## src/rtl/cordic_seq_ctrl.sv

```systemverilog
`timescale 1ns/1ps
// -----------------------------------------------------------------------------
// cordic_seq_ctrl
//
// Sequencer for an iterative CORDIC datapath. One run loads the datapath once.
// For each micro-rotation it then samples the datapath sign bits (VERIFY) and
// performs one shift-add step (STEP). When the run completes it pulses done.
//
// Parameters
//   N_MAX   maximum number of micro-rotations per run
//   ITER_W  width of n_iter / iter_idx (2**ITER_W must exceed N_MAX)
//
// Ports
//   clk, rst_n    clock, asynchronous active-low reset
//   start         request a run (only looked at in IDLE)
//   mode          0 = rotation, 1 = vectoring (latched at start)
//   n_iter        iteration count (latched at start, clamped to N_MAX)
//   abort         synchronous cancel of a run in LOAD/VERIFY/STEP
//   z_neg, y_neg  datapath sign bits, sampled in VERIFY
//   load_en       datapath loads initial X/Y/angle
//   verify_en     datapath sign bits are being sampled
//   step_en       datapath performs one micro-rotation
//   dir           registered direction for the current step (1 = add)
//   iter_idx      shift amount / atan-ROM index, valid while step_en is high
//   busy          high in every state except IDLE
//   done          one-cycle completion pulse
//   dbg_state     current FSM state, for debug and checker binding
//
// Handshake: start is a level request that is accepted on the rising edge
// where the block is in IDLE. It is not queued while busy. done is a
// one-cycle pulse, and the first IDLE cycle follows it.
// -----------------------------------------------------------------------------
module cordic_seq_ctrl #(
    parameter int N_MAX  = 16,
    parameter int ITER_W = 5
) (
    input  logic              clk,
    input  logic              rst_n,
    input  logic              start,
    input  logic              mode,
    input  logic [ITER_W-1:0] n_iter,
    input  logic              abort,
    input  logic              z_neg,
    input  logic              y_neg,
    output logic              load_en,
    output logic              verify_en,
    output logic              step_en,
    output logic              dir,
    output logic [ITER_W-1:0] iter_idx,
    output logic              busy,
    output logic              done,
    output logic [2:0]        dbg_state
);

    typedef enum logic [2:0] {
        S_IDLE   = 3'd0,
        S_LOAD   = 3'd1,
        S_VERIFY = 3'd2,
        S_STEP   = 3'd3,
        S_FINISH = 3'd4
    } state_t;

    localparam logic [ITER_W-1:0] N_MAX_V = ITER_W'(N_MAX);
    localparam logic [ITER_W-1:0] ONE_V   = ITER_W'(1);

    state_t            state_q, state_d;
    logic [ITER_W-1:0] cnt_q, cnt_d;
    logic [ITER_W-1:0] n_iter_q, n_iter_d;
    logic              mode_q, mode_d;
    logic              dir_q, dir_d;

    // State register
    always_ff @(posedge clk or negedge rst_n) begin
        if (!rst_n) begin
            state_q  <= S_IDLE;
            cnt_q    <= '0;
            n_iter_q <= '0;
            mode_q   <= 1'b0;
            dir_q    <= 1'b0;
        end else begin
            state_q  <= state_d;
            cnt_q    <= cnt_d;
            n_iter_q <= n_iter_d;
            mode_q   <= mode_d;
            dir_q    <= dir_d;
        end
    end

    // Next-state logic. abort is checked before every other transition in
    // LOAD/VERIFY/STEP. FINISH and IDLE ignore abort.
    always_comb begin
        state_d  = state_q;
        cnt_d    = cnt_q;
        n_iter_d = n_iter_q;
        mode_d   = mode_q;
        dir_d    = dir_q;
        unique case (state_q)
            S_IDLE: begin
                if (start) begin
                    state_d  = S_LOAD;
                    mode_d   = mode;
                    n_iter_d = (n_iter > N_MAX_V) ? N_MAX_V : n_iter;
                    cnt_d    = '0;
                end
            end
            S_LOAD: begin
                if (abort) begin
                    state_d = S_IDLE;
                    cnt_d   = '0;
                end else if (n_iter_q == '0) begin
                    state_d = S_FINISH;
                end else begin
                    state_d = S_VERIFY;
                end
            end
            S_VERIFY: begin
                // The direction comes from the signs that the datapath presents during VERIFY.
                dir_d = mode_q ? y_neg : ~z_neg;
                if (abort) begin
                    state_d = S_IDLE;
                    cnt_d   = '0;
                end else begin
                    state_d = S_STEP;
                end
            end
            S_STEP: begin
                if (abort) begin
                    state_d = S_IDLE;
                    cnt_d   = '0;
                end else if (cnt_q == n_iter_q - ONE_V) begin
                    state_d = S_FINISH;
                end else begin
                    // The clamp keeps cnt_q below N_MAX, so this never wraps.
                    cnt_d   = cnt_q + ONE_V;
                    state_d = S_VERIFY;
                end
            end
            S_FINISH: begin
                state_d = S_IDLE;
            end
            default: begin
                state_d = S_IDLE;
            end
        endcase
    end

    // Output decode. These outputs are Moore outputs: they depend on the state only.
    always_comb begin
        load_en   = 1'b0;
        verify_en = 1'b0;
        step_en   = 1'b0;
        done      = 1'b0;
        busy      = 1'b1;
        iter_idx  = '0;
        unique case (state_q)
            S_IDLE:   busy      = 1'b0;
            S_LOAD:   load_en   = 1'b1;
            S_VERIFY: verify_en = 1'b1;
            S_STEP: begin
                step_en  = 1'b1;
                iter_idx = cnt_q;
            end
            S_FINISH: done      = 1'b1;
            default:  busy      = 1'b0;
        endcase
    end

    assign dir       = dir_q;
    assign dbg_state = state_q;

endmodule

```

## config.mk

```make
export PLATFORM = sky130hd
export DESIGN_NAME = cordic_seq_ctrl
export DESIGN_NICKNAME = d
export VERILOG_FILES = /design/src/rtl/cordic_seq_ctrl.sv
export SDC_FILE = /design/constraint.sdc
export NUM_CORES = 1
export LEC_CHECK = 0
export BUFFER_PORTS_ARGS = -buffer_cell sky130_fd_sc_hd__clkbuf_2
export CORE_MARGIN = 2
export CORE_UTILIZATION = 40
export CTS_CLUSTER_DIAMETER = 40
export DETAILED_ROUTE_END_ITERATION = 10
export PLACE_DENSITY_LB_ADDON = 0.1
export SETUP_SLACK_MARGIN = 0.5
export SYNTH_ARGS = -nofsm -noshare
export SYNTH_HDL_FRONTEND = slang
export SYNTH_SLANG_ARGS = --single-unit
```

## constraint.sdc

```tcl
create_clock -name clk -period 2.3 [get_ports clk]
set_input_delay 0.46 -clock clk [delete_from_list [all_inputs] [get_ports clk]]
set_output_delay 0.46 -clock clk [all_outputs]
set_load 0.03 [all_outputs]
```

After elaboration in Yosys (flattened, before gate mapping)
Index checks and enable logic that the tools add are counted.
{ "classes": {"n_eq_ne": 8, "reduce_logical": 7, "n_shift": 0, "mux": 20, "add_sub_neg": 2, "bitwise": 1, "n_lt_le_gt_ge": 1, "n_div": 0, "multipliers": 0} }
{ "op_table": {"columns": ["cell", "n"], "rows": [
  ["2-to-1 mux 5 bit", 6],
  ["2-to-1 mux 3 bit", 5],
  ["one-hot mux 5 bit (3 select lines)", 1],
  ["one-hot mux 3 bit (4 select lines)", 1],
  ["equality test 3 x 2 -> 1 bit, second input constant", 2],
  ["2-to-1 mux 1 bit", 6],
  ["adder 5 x 1 -> 5 bit, second input constant", 1],
  ["equality test 5 bit", 1],
  ["greater-than comparator 5 bit, second input constant", 1],
  ["zero test 5 bit", 1],
  ["subtractor 5 x 1 -> 5 bit, second input constant", 1],
  ["AND reduction 4 bit", 1],
  ["OR reduction 4 bit", 1],
  ["equality test 3 x 1 -> 1 bit, second input constant", 1],
  ["equality test 3 bit, second input constant", 1],
  ["zero test 3 bit", 1],
  ["inequality test 3 bit, second input constant", 1],
  ["nonzero test 3 bit", 1],
  ["2-to-1 mux 2 bit", 1],
  ["inequality test 2 x 1 -> 1 bit, second input constant", 1],
  ["inequality test 2 bit, second input constant", 1],
  ["AND reduction 2 bit", 1],
  ["OR reduction 2 bit", 1],
  ["NOT 1 bit", 1]
]} }
{ "totals": {"wordCells": 44, "latch_bits": 0, "inputBits": 12, "mem_count": 0, "romBits": 0, "ram_bits": 0, "ff_bits": 15} }

Logic depth before layout (Yosys ltp)
Gate-level depths: netlist of the first run.
{ "depth": {"word_depth": 5, "depth_mapped": 8} }

Worst setup path after synthesis of the first run
No wires, ideal clock.
{ "synth_path": {"kind": "flip-flop to output port", "start": "reg state_q[2], in the netlist dbg_state[2]", "end": "out verify_en", "stages_incl_launch_ff": 3, "arrival_ns": 1.584, "setup_slack_ns": 0.256, "required_time_ns": 1.840, "cell_sequence": "dfrtp_1 > clkbuf_1 > nor3b_1"} }
{ "synth_via": {"elab_chain_cells": 2} }
{ "synth_rtl": {"columns": ["item", "line", "source"], "rows": [
  ["start: declaration", "66", "state_t state_q, state_d;"],
  ["start signal: assignment", "81", "state_q <= state_d;"],
  ["equality test 3 x 2 -> 1 bit", "155", "unique case (state_q)"],
  ["2-to-1 mux 1 bit", "155", null],
  ["end: declaration", "46", "output logic verify_en,"]
]} }
Every way passes these cells.

Worst setup path in the final report of the first run
{ "layout_path": {"start": "reg n_iter_q[1]", "end": "reg cnt_q[2]"} }
{ "layout_via": {"elab_chain_cells": 4} }
{ "layout_rtl": {"columns": ["item", "line", "source"], "rows": [
  ["start: declaration", "68", "logic [ITER_W-1:0] n_iter_q, n_iter_d;"],
  ["start signal: assignment", "83", "n_iter_q <= n_iter_d;"],
  ["subtractor 5 x 1 -> 5 bit", "130", "end else if (cnt_q == n_iter_q - ONE_V) begin"],
  ["equality test 5 bit", "130", null],
  ["inequality test 3 bit (no line)", null, null],
  ["AND reduction 4 bit (no line)", null, null],
  ["end signal: assignment", "82", "cnt_q <= cnt_d;"],
  ["end: declaration", "67", "logic [ITER_W-1:0] cnt_q, cnt_d;"]
]} }
Every way passes these cells.
A chain may end at the register's enable or synchronous reset.

==> results of run 1 <==
per-layer routing:
layer / global-route usage (%) / vias to the layer above
li1: - / 431
met1: 20.7 / 429
met2: 31.9 / 20
met3: 3.16 / 2
met4: 7.69 / 0
met5: 0 / -
report_power, final:
group | leakage, nW | switching [mW] | internal (mW)
clock network | 0.0150 | 0.0905 | 0.0673
logic | 0.397 | 0.488 | 0.413
registers | 0.191 | 0.102 | 0.353
total | 0.604 | 0.681 | 0.833
layout make-up:
type | count | area [um2]
Sequential cell | 15 | 379
Fill cell | 203 | 908
Inverter | 6 | 22.5
Tap cell | 28 | 35.0
Multi-Input combinational cell | 79 | 589
Timing Repair Buffer | 35 | 251
Clock buffer | 4 | 26.3
synth_stat cells:
master	n	area share (%)
dfrtp_1	15	40
nand2_1	8	3.2
nor2_1	7	2.8
o21ai_0	7	3.8
and2_1	6	4.0
inv_1	6	2.4
a21oi_1	5	2.7
nand2b_1	5	3.4
nand3_1	5	2.7
o211ai_1	4	3.2
xnor2_1	4	3.8
mux2_2	3	3.6
nor2b_1	3	2.0
or4_1	3	2.4
and3b_1	2	1.9
clkbuf_1	2	0.81
ha_1	2	2.7
nor3b_1	2	1.6
xor2_1	2	1.9
a311oi_1	1	0.94
a32oi_1	1	0.94
and3_2	1	0.81
and4bb_1	1	1.3
buf_4	1	0.81
clkbuf_2	1	0.54
nand3b_1	1	0.81
nor3_1	1	0.54
nor4_1	1	0.68
o21ai_1	1	0.54
o2bb2ai_1	1	0.94
or3_1	1	0.68
or3_2	1	0.81
state kept, by name (all words and copies together), names as in the netlist:
signal     flops
cnt_q          5
n_iter_q       5
dbg_state      3
dir            1
mode_q         1
worst max-delay path, delay by kind of cell (launching register included):
kind                       cells  cell delay [ns]
AOI/OAI and AO/OA              2             0.27
buffers and inverters          2             0.23
adders and majority gates      1             0.16
and+or+nand+nor                3             0.76
DFF                            1             0.37
kinds of logic after synthesis:
| group | count (synthesis) | share of synthesized area [%] |
|---|---|---|
| multiplexers | 3 | 3.64 |
| flip-flops | 15 | 40.5 |
| buffers and inverters | 10 | 4.59 |
| AO/OA/AOI/OAI | 20 | 13.1 |
| adder cells (fa/ha/maj) | 2 | 2.70 |
| XOR/XNOR | 6 | 5.67 |
| AND/OR/NAND/NOR | 48 | 29.8 |
path summary, 6_finish.rpt:
kind | from | endpoint | cells after the start
min | rst_n | cnt_q[0] | 1
min reg2reg | dir | dir | 2
max | n_iter_q[1] | cnt_q[2] | 8
min in group clk | n_iter[1] | n_iter_q[1] | 3
max reg2reg | n_iter_q[1] | cnt_q[2] | 8
max in group asynchronous | rst_n | dbg_state[0] | 1
repair_timing:
action	CTS	global route
setup endpoints to repair	15	16
gates cloned	1	0
buffers inserted	8	0
pin swaps	6	5
resized for setup	13	26
==> results.json, run 1 <==
{
  "status": "finished, final reports clean",
  "fin_skew_ns": 0.0119,
  "synth.avg_cell_area_um2": 8.91,
  "ys_types": 32,
  "remaining_drc_errors": 0,
  "cts_hold_buf": 0,
  "period_share_pct": 80.4,
  "area_growth_pct": 40.6,
  "grt_start_max_net_pins": 16,
  "port_buffers": 25,
  "drtAntennaViolNets": 0,
  "root_buffer": "clkbuf_4",
  "synth.ff_latch_count": 15,
  "worst_slew_pin_slew_ns": 0.547,
  "die_x_um": 52.1,
  "syn_area_um2": 927,
  "fmax_ghz": 0.541,
  "ff2ff_setup_slack_ns": 0.45,
  "ys_warn_count": 0,
  "place_area_um2": 1110,
  "netlist_instances": 104,
  "final_core_util_pct": 58.9,
  "start_util_pct": 41.9,
  "nets": 154,
  "met1_length_um": 958,
  "stdcell_count": 167,
  "cts_tree": "yes",
  "setup_viol": 0,
  "start_kind": "register",
  "placed_cells": 154,
  "rsz0062_at_grt": "true",
  "route.met3.wl_um": 90,
  "htreeDepth": 1,
  "via_per_inst": 5.28,
  "cts.path.max_buffers": 2,
  "p_leak_nw": 0.604,
  "grt_overflow": 0,
  "setup.worst_path.end_class": "register",
  "route.met2.wl_um": 1100,
  "power_mw": 1.51,
  "syn_nets": 118,
  "critPathSlowestCell": "or4_1",
  "hold_violations": 0,
  "gp_routability_congestion": 0.756,
  "die-area_um2": 2720,
  "cp_max_fo": 6,
  "design.core.area_um2": 2210,
  "final_cell_mix": "clkbuf_2, dfrtp_1, nand2_1, buf_4",
  "power_density_nw_per_um2": 1160,
  "max_stage_delay_ns": 0.47,
  "setup_ws_ns": 0.451,
  "cts_made_buffers": 3,
  "die_h_um": 52.1,
  "place_ws_ns": 0.379,
  "worst-setup-path-type": "register to register",
  "avgRoutedWirePerCell_um": 13.0,
  "grt_pass1_wl_um": 3520,
  "clk_latency_ns": 0.29,
  "diodes": 0,
  "peakVddDrop_mv": 0.854,
  "drive_gt1_share_pct": 46.0,
  "holdWs_ns": 0.0658,
  "rows": 17,
  "hold_class": "input port to asynchronous set/reset pin",
  "cp.required_ns": 2.52,
  "antenna_found_initial": 0,
  "grtUsageTotal_pct": 17.8,
  "drt_iter0_drc": 15,
  "ys_seq_area_share_pct": 40.5,
  "vias": 882,
  "tns_ns": 0,
  "place_hpwl_um": 1480,
  "grt_pass1_vias": 809,
  "path_clk_slew_ns": 0.10,
  "fin_crit_ns": 1.85,
  "drv_slew": 0,
  "routed_wl_um": 2170,
  "final_area_um2": 1300,
  "slew_headroom_pct": 63.1,
  "ios": 26,
  "final_common_cell": "clkbuf_2",
  "dr.max_layer_used": "met4",
  "arrival_ns": 2.07,
  "clock_sinks": 15,
  "maxCapViolCount": 0,
  "firstDrtPassIters": 4,
  "worstPathCellList": "inv_2 -> ha_4 -> and4bb_1 -> o211ai_1 -> a311oi_2 -> buf_4 -> or4_1 -> nand3_1"
}
Note: power is estimated with default switching activity, not from simulation.
==> run 2, diff against run 1 <==
--- a/config.mk
+++ b/config.mk
@@ -5,6 +5,7 @@
 export SDC_FILE = /design/constraint.sdc
 export NUM_CORES = 1
 export LEC_CHECK = 0
+export ABC_AREA = 1
 export BUFFER_PORTS_ARGS = -buffer_cell sky130_fd_sc_hd__clkbuf_2
 export CORE_MARGIN = 2
 export CORE_UTILIZATION = 40
==> constraint.sdc (replaced) <==
create_clock -name clk -period 1.63 [get_ports clk]
set_input_delay 0.326 -clock clk [delete_from_list [all_inputs] [get_ports clk]]
set_output_delay 0.326 -clock clk [all_outputs]
set_load 0.03 [all_outputs]
==> run 2 against run 1 <==
Effect of this change:
- the run now ends with negative setup slack left
- first-iteration DRC count down 53%
- flip-flop and latch count unchanged
- via count up 19%
- largest cell class unchanged
==> results.json, run 2 <==
{
  "grt_pass1_vias": 954,
  "die_h_um": 54.4,
  "yosys.area.top_type_share_pct": 36.9,
  "ys_warn_count": 0,
  "async_flop_share_pct": 100,
  "cp_max_fo": 4,
  "max_stage_delay_ns": 0.46,
  "grt_start_max_net_pins": 16,
  "diodes": 0,
  "die-area_um2": 2960,
  "peakVddDrop_mv": 1.21,
  "synth_compound_area_share_pct": 6.65,
  "htreeDepth": 1,
  "power_mw": 2.73,
  "drv_slew": 0,
  "setup.worst_path.end_class": "output port",
  "firstDrtPassIters": 4,
  "drive_gt1_share_pct": 54.0,
  "hold_class": "input port to register",
  "synth_xor_area_share_pct": 1.72,
  "syn_area_um2": 1020,
  "via_per_inst": 4.83,
  "ys_seq_area_share_pct": 36.9,
  "critPathCapture": "busy",
  "ys_types": 24,
  "rr_worst_depth": 9,
  "clk_latency_ns": 0.28,
  "arrival_ns": 1.30,
  "vias": 1048,
  "critPathLaunch": "dbg_state[0]",
  "cp_common_cell": "nand2_2",
  "ios": 26,
  "violations": "negative setup slack",
  "maxCapViolCount": 0,
  "synth_top_family_by_area": "simple AND/OR/NAND/NOR gates",
  "path_clk_slew_ns": 0.09,
  "design.core.area_um2": 2430,
  "start_kind": "register",
  "die_x_um": 54.4,
  "syn_nets": 158,
  "r2r_end": "cnt_q[1]",
  "worstPathCellList": "inv_2 -> nand3_2 -> nand2_2 -> nor2_2 -> nand2_2 -> clkbuf_8",
  "fin_crit_ns": 1.63,
  "fill_cells": 205,
  "setup_viol": 2,
  "critPathSlowestCell": "dfrtp_2",
  "yosys.area_share.simple_pct": 42.2,
  "synth_mux_area_share_pct": 0,
  "yosys.area_share.adder_pct": 2.46,
  "cts_tree": "yes",
  "gp_routability_congestion": 0.775,
  "start_util_pct": 41.8,
  "antenna_found_initial": 0,
  "p_leak_nw": 0.795,
  "reg2reg_from": "dbg_state[2]",
  "final_common_cell": "nand2_1",
  "port_buffers": 25,
  "ff2ff_setup_slack_ns": -0.0008,
  "remaining_drc_errors": 0,
  "clock_sinks": 15,
  "grt_pass1_wl_um": 4100,
  "synth.avg_cell_area_um2": 7.06,
  "place_hpwl_um": 1800,
  "final_cell_mix": "nand2_1, nand2_2, inv_1",
  "period_share_pct": 100,
  "netlist_instances": 144,
  "synth_area_leader_cell": "dfrtp_1",
  "synth_area_leaders": "dfrtp_1, nand2_1, nand3_1",
  "cts.path.max_buffers": 2,
  "path_delay_family": "flip-flops",
  "fmax_ghz": 0.613,
  "crit_cells": 6,
  "worst-setup-path-type": "register to output port",
  "grt_overflow": 0,
  "area_growth_pct": 61.1,
  "routed_wl_um": 2380,
  "setup_ws_ns": -0.000786,
  "drt_iter0_drc": 7,
  "status": "finished, violations left",
  "fin_skew_ns": 0.00560,
  "hold_violations": 0,
  "power_density_nw_per_um2": 1670,
  "tns_ns": -0.000868,
  "root_buffer": "clkbuf_4",
  "cts_made_buffers": 3,
  "rows": 18,
  "synth.most_common_cell": "nand2_1",
  "synth_edf_count": 0,
  "avgRoutedWirePerCell_um": 10.9,
  "synth.ff_latch_count": 15,
  "nets": 202,
  "synth_common_cells": "nand2_1, inv_1, nand3_1",
  "cp_num_buf_inv": 2,
  "cp.required_ns": 1.30,
  "worst_slew_pin_slew_ns": 0.368,
  "grtUsageTotal_pct": 19.1,
  "drtAntennaViolNets": 0,
  "synth_ff_type": "dfrtp_1",
  "rsz0062_at_grt": "true",
  "slew_headroom_pct": 75.5
}
-- run 2: kinds of logic after synthesis --
group	Yosys count
and+or+nand+nor	88
buffers and inverters	27
DFF	15
AOI/OAI and AO/OA	10
xor gates and xnor gates	2
adders and majority gates	2
-- run 2: timing repair --
item,CTS,global route
endpoints found under the hold margin,15,0
buffers inserted,9,4
hold buffers,1,0
pin swaps,7,10
gates resized for setup,38,29
setup endpoints to repair,27,27
-- run 2: worst min-delay path by stage --
stage | to | from | cells past startpoint
after global routing | mode_q | mode | 3
final | mode_q | mode | 3
after CTS | mode_q | mode | 3
after floorplan | cnt_q[0] | rst_n | 0
after global placement | cnt_q[4] | rst_n | 1
after detailed placement | cnt_q[3] | rst_n | 1
-- run 2: per-stage QoR --
| step | std cells | setup slack, ns | hold slack (ns) | utilization, % | cell area [um2] |
|---|---|---|---|---|---|
| after floorplan | 144 | 0.221 | 0.0304 | - | 1100 |
| after global placement | 199 | 0.175 | 0.265 | 52.1 | 1270 |
| after detailed placement | 199 | 0.145 | 0.263 | 52.1 | 1270 |
| after CTS | 213 | -0.0250 | 0.220 | 63.0 | 1530 |
| after global routing | 217 | -0.0845 | 0.228 | 67.3 | 1640 |
| final | 217 | -0.000786 | 0.235 | 67.3 | 1640 |
-- run 2: layout make-up --
| cell class | count | area (um2) | share of cell area [%] |
|---|---|---|---|
| Clock inverter | 1 | 5.00 | 0.306 |
| Timing Repair Buffer | 39 | 368 | 22.5 |
| Multi-Input combinational cell | 102 | 712 | 43.5 |
| Clock buffer | 3 | 22.5 | 1.38 |
| Inverter | 27 | 113 | 6.88 |
| Sequential cell | 15 | 379 | 23.2 |
| Tap cell | 30 | 37.5 | 2.29 |
-- run 2: power by group --
group	switching (mW)	internal [mW]	total [mW]
Combinational	1.12	0.794	1.91
Clock	0.120	0.0912	0.211
Sequential	0.120	0.490	0.610
Total	1.36	1.38	2.73
-- run 2: per-layer routing --
metal / GRT usage, % / share of wire (%) / up-vias
met5: 0 / 0 / -
met4: 2.50 / 0 / 0
met3: 5.74 / 3.5 / 0
met2: 31.7 / 52 / 15
met1: 25.1 / 45 / 490
li1: - / - / 543
-- run 2: worst register-to-register path: stages (launching register included) --
cell and delay [ns]:
dfrtp_2 0.43, inv_4 0.09, nand3_4 0.21, buf_6 0.20
buf_6 0.12, nor2_8 0.14, nand4_4 0.14, nand2_4 0.14
nand2_2 0.06, nand2_2 0.06
==> run 3, diff against run 2 <==
--- a/config.mk
+++ b/config.mk
@@ -5,7 +5,6 @@
 export SDC_FILE = /design/constraint.sdc
 export NUM_CORES = 1
 export LEC_CHECK = 0
-export ABC_AREA = 1
 export BUFFER_PORTS_ARGS = -buffer_cell sky130_fd_sc_hd__clkbuf_2
 export CORE_MARGIN = 2
 export CORE_UTILIZATION = 40
==> run 3 against run 2 <==
Effect of this change:
- the flow still finishes with violations (negative setup slack)
- count of clock-buffer cells in the layout increased by 1
- critical path depth is 2 higher
- clock skew increased by 0.0079 ns
- sequential power increased by 3.3%
- non-clock buffer count up 19
- combinational power up 8%
- cell count is 12% lower
- via count decreased by 2.1%
- total power is 7.1% higher
- highest routed layer is now met4
==> results.json, run 3 (same netlist as run 1, synthesis figures left out) <==
{
  "hold_class": "input port to register",
  "drtAntennaViolNets": 0,
  "multi_input_area_um2": 676,
  "slew_headroom_pct": 73.2,
  "fmax_ghz": 0.540,
  "placed_cells": 169,
  "final_cell_mix": "buf_4, dfrtp_1, buf_6",
  "via_per_inst": 5.37,
  "gp_routability_congestion": 0.802,
  "vias": 1026,
  "clk_latency_ns": 0.30,
  "path_clk_slew_ns": 0.10,
  "die-area_um2": 2720,
  "place_hpwl_um": 1660,
  "arrival_ns": 2.10,
  "remaining_drc_errors": 0,
  "violations": "negative setup slack",
  "path_delay_family": "simple AND/OR/NAND/NOR gates",
  "p_leak_nw": 0.811,
  "final_common_cell": "buf_4",
  "grt_overflow": 0,
  "fin_crit_ns": 1.85,
  "place_area_um2": 1250,
  "rows": 17,
  "maxCapViolCount": 0,
  "drive_gt1_share_pct": 60.7,
  "die_h_um": 52.1,
  "grtUsageTotal_pct": 22.5,
  "cp_num_buf_inv": 2,
  "tns_ns": -1.44,
  "cp_max_fo": 5,
  "period_share_pct": 114,
  "setup.worst_path.end_class": "register",
  "power_density_nw_per_um2": 1730,
  "start_util_pct": 41.9,
  "worst-setup-path-type": "register to register",
  "drt_iter0_drc": 22,
  "setup_viol": 15,
  "cts_made_buffers": 3,
  "htreeDepth": 1,
  "hold_violations": 0,
  "cp.required_ns": 1.87,
  "avgRoutedWirePerCell_um": 15.5,
  "area_growth_pct": 82.9,
  "status": "finished, violations left",
  "critPathSlowestCell": "or4_4",
  "stdcell_count": 191,
  "place_ws_ns": -0.216,
  "regArea_um2": 379,
  "port_buffers": 25,
  "setup_ws_ns": -0.222,
  "clock_sinks": 15,
  "design.core.area_um2": 2210,
  "rsz0062_at_grt": "true",
  "die_x_um": 52.1,
  "nets": 178,
  "worstPathCellList": "inv_2 -> ha_4 -> and4bb_1 -> o211ai_1 -> a311oi_2 -> buf_4 -> or4_4 -> nand3_2",
  "fin_skew_ns": 0.0135,
  "final_area_um2": 1700,
  "antenna_found_initial": 0,
  "peakVddDrop_mv": 1.29,
  "start_kind": "register",
  "fill_cells": 144,
  "root_buffer": "clkbuf_4",
  "grt_start_max_net_pins": 16,
  "max_stage_delay_ns": 0.51,
  "routed_wl_um": 2950,
  "ios": 26,
  "cts.path.max_buffers": 2,
  "worst_slew_pin_slew_ns": 0.402,
  "diodes": 0,
  "firstDrtPassIters": 4,
  "grt_pass1_wl_um": 4380,
  "drv_slew": 0,
  "grt_pass1_vias": 980,
  "cts_tree": "yes"
}
run 3: per-stage QoR:
step	utilization (%)	hold slack, ns	total power, mW
final	76.6	0.257	2.93
after global routing	76.6	0.262	3.09
after CTS	70.4	0.257	2.60
after detailed placement	56.6	0.264	1.90
after global placement	56.6	0.268	1.86
after floorplan	-	0.0304	1.49
run 3: final timing paths:
kind / startpoint / endpoint / slack, ns / cells past startpoint
worst max-delay path: n_iter_q[1] / cnt_q[4] / -0.22 / 8
worst min-delay path: n_iter[3] / n_iter_q[3] / 0.26 / 3
worst max register to register: n_iter_q[1] / cnt_q[4] / -0.22 / 8
worst min register to register: mode_q / mode_q / 0.55 / 1
max in group asynchronous: rst_n / dbg_state[0] / 0.83 / 2
min in group asynchronous: rst_n / dbg_state[2] / 0.47 / 2
run 3: metal layers:
| metal | vias to the layer above | GRT usage, % | share of wire, % |
|---|---|---|---|
| met2 | 30 | 41.4 | 55 |
| met1 | 506 | 24.7 | 40 |
| met5 | - | 0 | 0 |
| li1 | 484 | - | - |
| met3 | 6 | 6.32 | 4.1 |
| met4 | 0 | 7.26 | 1.4 |
run 3: repair_timing:
action | CTS | global route
cloned | 1 | 1
endpoints found under the setup margin | 28 | 29
resized for setup | 54 | 31
endpoints found under the hold margin | 15 | 0
pin swaps | 6 | 18
setup buffers | 9 | 6
hold buffers | 1 | 0
run 3: cell type report:
| type | instances | share of cell area (%) |
|---|---|---|
| Clock buffer | 4 | 1.55 |
| Timing Repair Buffer | 58 | 32.8 |
| Tap cell | 28 | 2.07 |
| Multi-Input combinational cell | 80 | 39.9 |
| Inverter | 6 | 1.33 |
| Sequential cell | 15 | 22.4 |
run 3: worst min-delay path, stage by stage:
cell	delay (ns)
clkbuf_2	0.08
nand2b_1	0.06
o21ai_1	0.05
run 3: power by group:
part / internal (mW) / switching [mW]
clock network: 0.0953 / 0.128
logic: 1.14 / 0.932
registers: 0.499 / 0.131
total: 1.73 / 1.19
